<file path="src/rtl/risc_pkg.sv">
// Shared definitions for the word-addressed RISC core pipeline.
package risc_pkg;

    localparam logic [31:0] RISC_NOP_WORD  = 32'h0000_0000;
    localparam logic [31:0] RISC_RESET_PC  = 32'h0000_0000;
    localparam int          RISC_MEM_DEPTH = 128;

    // Fetch-stage state: FAULT is entered after the first out-of-range capture
    typedef enum logic {
        FS_RUN   = 1'b0,
        FS_FAULT = 1'b1
    } fetch_state_t;

endpackage

</file>
<file path="src/rtl/pc_next_sel.sv">
// Next-PC select: branch target beats stall-hold, which beats PC+1.
module pc_next_sel (
    input  logic [31:0] pc,
    input  logic        stall,
    input  logic        branch_taken,
    input  logic [31:0] branch_target,
    output logic [31:0] pc_inc,
    output logic [31:0] pc_next
);

    // Sequential successor wraps naturally at 2^32
    assign pc_inc = pc + 32'd1;

    // Priority mux for the next program counter
    always_comb begin
        pc_next = pc_inc;
        if (branch_taken)
            pc_next = branch_target;
        else if (stall)
            pc_next = pc;
    end

endmodule

</file>
<file path="src/rtl/instr_fetch_stage.sv">
// Fetch stage: PC register, combinational imem address, IF/ID register and
// sticky out-of-range fault tracking.
module instr_fetch_stage
    import risc_pkg::*;
#(
    parameter logic [31:0] RESET_PC  = RISC_RESET_PC,
    parameter int          MEM_DEPTH = RISC_MEM_DEPTH,
    parameter logic [31:0] NOP_WORD  = RISC_NOP_WORD
) (
    input  logic        clk,
    input  logic        rst,
    input  logic        stall,
    input  logic        branch_taken,
    input  logic [31:0] branch_target,
    output logic [31:0] mem_addr,
    input  logic [31:0] mem_data,
    output logic [31:0] pc,
    output logic [31:0] if_id_instr,
    output logic [31:0] if_id_npc,
    output logic        if_id_valid,
    output logic        fetch_fault
);

    logic [31:0]  pc_inc;
    logic [31:0]  pc_next;
    logic         in_range;
    logic         fetch_adv;
    fetch_state_t state;

    pc_next_sel u_pc_next_sel (
        .pc            (pc),
        .stall         (stall),
        .branch_taken  (branch_taken),
        .branch_target (branch_target),
        .pc_inc        (pc_inc),
        .pc_next       (pc_next)
    );

    assign mem_addr  = pc;
    assign in_range  = (pc < 32'(MEM_DEPTH));
    // A normal fetch edge: neither redirected nor held
    assign fetch_adv = !branch_taken && !stall;

    // PC register; hold and redirect are already folded into pc_next
    always_ff @(posedge clk or posedge rst) begin
        if (rst)
            pc <= RESET_PC;
        else
            pc <= pc_next;
    end

    // IF/ID register: flush on branch, freeze on stall, capture otherwise
    always_ff @(posedge clk or posedge rst) begin
        if (rst) begin
            if_id_instr <= NOP_WORD;
            if_id_npc   <= 32'd0;
            if_id_valid <= 1'b0;
        end else if (branch_taken) begin
            if_id_instr <= NOP_WORD;
            if_id_npc   <= 32'd0;
            if_id_valid <= 1'b0;
        end else if (!stall) begin
            if_id_npc <= pc_inc;
            if (in_range) begin
                if_id_instr <= mem_data;
                if_id_valid <= 1'b1;
            end else begin
                // mem_data is undefined out of range; insert a bubble instead
                if_id_instr <= NOP_WORD;
                if_id_valid <= 1'b0;
            end
        end
    end

    // Fault FSM: one-way RUN -> FAULT on an out-of-range capture, exit only by reset
    always_ff @(posedge clk or posedge rst) begin
        if (rst) begin
            state       <= FS_RUN;
            fetch_fault <= 1'b0;
        end else begin
            case (state)
                FS_RUN: begin
                    if (fetch_adv && !in_range) begin
                        state       <= FS_FAULT;
                        fetch_fault <= 1'b1;
                    end
                end
                FS_FAULT: begin
                    fetch_fault <= 1'b1;
                end
                default: begin
                    state       <= FS_RUN;
                    fetch_fault <= 1'b0;
                end
            endcase
        end
    end

endmodule

</file>
<file path="config.mk">
export PLATFORM = sky130hd
export DESIGN_NAME = instr_fetch_stage
export DESIGN_NICKNAME = d
export VERILOG_FILES = /design/src/rtl/risc_pkg.sv /design/src/rtl/pc_next_sel.sv /design/src/rtl/instr_fetch_stage.sv
export SDC_FILE = /design/constraint.sdc
export NUM_CORES = 1
export LEC_CHECK = 0
export ABC_AREA = 0
export BUFFER_PORTS_ARGS = -buffer_cell sky130_fd_sc_hd__buf_2
export CORE_ASPECT_RATIO = 0.8
export CORE_MARGIN = 10
export CORE_UTILIZATION = 30
export DETAILED_ROUTE_END_ITERATION = 6
export GPL_ROUTABILITY_DRIVEN = 0
export PLACE_DENSITY = 0.51
export SYNTH_ARGS = -nofsm -noshare
export SYNTH_HDL_FRONTEND = slang
export SYNTH_SLANG_ARGS = --single-unit
</file>
<file path="constraint.sdc">
create_clock -name clk -period 3.65 [get_ports clk]
set_input_delay 0.1825 -clock clk [delete_from_list [all_inputs] [get_ports clk]]
set_output_delay 0.1825 -clock clk [all_outputs]
set_load 0.02 [all_outputs]
</file>
==> flow_summary.yaml <==
synthesis:
  syn_avg_cell_area_sq_um: 8.93
  ys_seq_area_share_pct: 44.4
  synthCells: 625
  synth-edff-count: 0
  netlist_area_sq_mm: 0.00558
  synth.distinct_cells: 43
  async_reset_ff_share_pct: 100
  yosysWarnings: 0
  synth_seq_cells: 99
  synth_flop_cell: "dfrtp_1"
  postSynthNetCount: 694
pwr:
  vdd_drop_max_uv: 225
  p_total_uw: 2710
  pwr_density_cell_mw_per_mm2: 400
  p_leak_uw: 0.00298
drt:
  avgRoutedWirePerCell_um: 19.4
  firstDrtPassIters: 4
  drtAntennaViolNets: 0
  wl_mm: 19.6
  num_vias: 5319
  drc_errors: 0
  routed_via_density: 5.27
  drt_iter0_drc: 364
global_route:
  grt_max_degree: 66
  grt_first_pass_wirelength_mm: 30.2
  grt-ovfl-total: 0
  grt_pass1_vias: 5285
  grt_usage_pct: 15.3
  antenna_found_initial: 3
timing:
  worst_clock_skew_ps: 11.5
  worst_pin_slew_ps: 1070
  drv_slew: 0
  min_period_ps: 2650
  max_freq_mhz: 378
  hold_viol: 0
  fin_setup_tns_ps: 0
  fin_crit_sh_pct: 72.5
  slew_headroom_pct: 28.6
  setup_viol: 0
  rsz0062_at_grt: "no"
job:
  drv_cap: 0
cts:
  cts_tree: "yes"
  post_cts_buffers: 0
  cts.reportedPaths.clkPinSlew_ps: 70
  ctsResizeCount: 0
  insertion_delay_ps: 350
  cts_buffer_depth: 2
  numCtsBuffers: 9
  cts_root_buf: "clkbuf_16"
  h-tree-depth: 3
  clock-sinks: 99
hold_path:
  hold_class: "in2reg"
floorplanning:
  initial_core_util_pct: 30.6
  die_h_um: 142
  coreArea_sq_mm: 0.0182
  die_x_um: 173
  io_pins: 198
  die_area_sq_mm: 0.0245
  std_cell_rows: 44
worst_setup_path:
  worst-path-buf-inv: 0
  cp.required_ps: 3890
  worstPathCellList: "and4_1, nand4_1, or4_1, a311oi_1"
  path_delay_family: "simple AND/OR/NAND/NOR gates"
  critPathMaxStageDelay_ps: 710
  cp.arrival_ps: 2890
  crit_type: "reg2reg"
  endpoint_kind: "flip-flop"
  crit_slowest_cell: "or4_1"
  cp_max_fo: 21
  startpoint_type: "flip-flop"
layout:
  syn_to_final_growth_pct: 21.4
  drive_gt1_share_pct: 34.3
  num-nets-final: 820
outcome:
  outcome: "completed"
placement:
  port_buffers: 197
  hpwlAfterDp_mm: 14.2
[cells in the mapped netlist (all sizes together) (15+ instances only)]
cell	count	area [sq um]
clkbuf	46	174
or4b	34	340
nand2	72	270
or4	24	180
o21ai	23	115
nor2	49	184
buf	46	308
a21oi	39	195
nand4	15	100
nand3	20	110
a311oi	20	175
xnor2	17	149
dfrtp	99	2480
o31ai	19	143
[logic make-up after synthesis]
group | Yosys count | synth area share, %
fa+ha+maj | 1 | 0.224
simple gates | 265 | 27.0
flops | 99 | 44.4
compound gates | 136 | 15.9
xor+xnor | 19 | 2.98
buf+inv | 105 | 9.50
[worst register-to-register path, cell delays in order, from the launching register on]
cell and delay, ps:
dfrtp_1 550, and4_1 350, nand4_1 640, or4_1 720
a311oi_1 280
[cell usage in the layout (no fill, tap or decap), types with 4 or more instances in the layout]
cell       Yosys  final
o21ai_0       23     23
o211ai_1       4      4
o31ai_1       19     19
a31oi_1       14     14
inv_1         13     11
xnor2_1       17     17
nor3_1         8      8
or4_1         24     24
and3_1         8      8
nand4_1       14     14
a21oi_1       39     39
dfrtp_1       99     99
buf_4         34     10
buf_2          6    196
nor2_1        49     49
or4b_2        33     33
clkbuf_16      0      9
or3_1         13     13
nand3_1       18     18
a211oi_1       5      5
a311oi_1      20     20
nand2_1       72     72
nor4_1        11     11
[worst paths after layout]
kind / start / end / slack (ps) / cells after the start
max in group asynchronous: rst / if_id_npc[28] / 2410 / 4
setup reg to reg: mem_addr[9] / if_id_npc[28] / 1000 / 4
hold / removal: branch_target[0] / mem_addr[0] / 40 / 3
setup / recovery: mem_addr[9] / if_id_npc[28] / 1000 / 4
hold reg to reg: state / state / 450 / 2
min in group asynchronous: rst / mem_addr[15] / 350 / 3
[sequential cells by signal, indices dropped and copies added, names as in the netlist]
signal,cells
fetch_fault,1
if_id_valid,1
if_id_instr,32
state,1
mem_addr,32
if_id_npc,32
[cell type report]
type	count	area, sq um
clock buffers	11	253
repair buffers	207	1070
fillers	1906	11400
flip-flops and latches	99	2480
well taps	253	317
inverters	13	51.3
clock inverters	5	35.0
diodes	1	2.50
multi-input cells	421	2570
[routing by layer]
metal,GRT usage [%],vias up,share of wire [%]
li1,-,2520,-
met1,19.3,2566,44
met2,23.5,209,44
met3,6.84,20,10
met4,3.65,4,1.1
met5,0,-,0.16
[through the flow]
stage	setup WS, ps	hold slack (ps)	util, %	area (sq um)	std cells
5_1_grt	709	41.6	37.2	6770	1009
3_3_place_gp	1160	171	35.5	6470	992
4_1_cts	1050	20.4	37.2	6770	1009
2_1_floorplan	877	302	-	5580	625
3_5_place_dp	1070	174	35.5	6470	992
6_report	1000	36.1	37.2	6780	1010
[where the power goes]
group | switching [uW] | internal [uW]
logic | 332 | 170
registers | 102 | 1160
clock network | 451 | 503
total | 884 | 1830
[timing repair]
item | 4_1_cts | 5_1_grt
endpoints found under the hold margin | 20 | 0
setup endpoints to repair | 0 | 0
hold buffers | 1 | 0
Note: power is estimated with default switching activity, not from simulation.
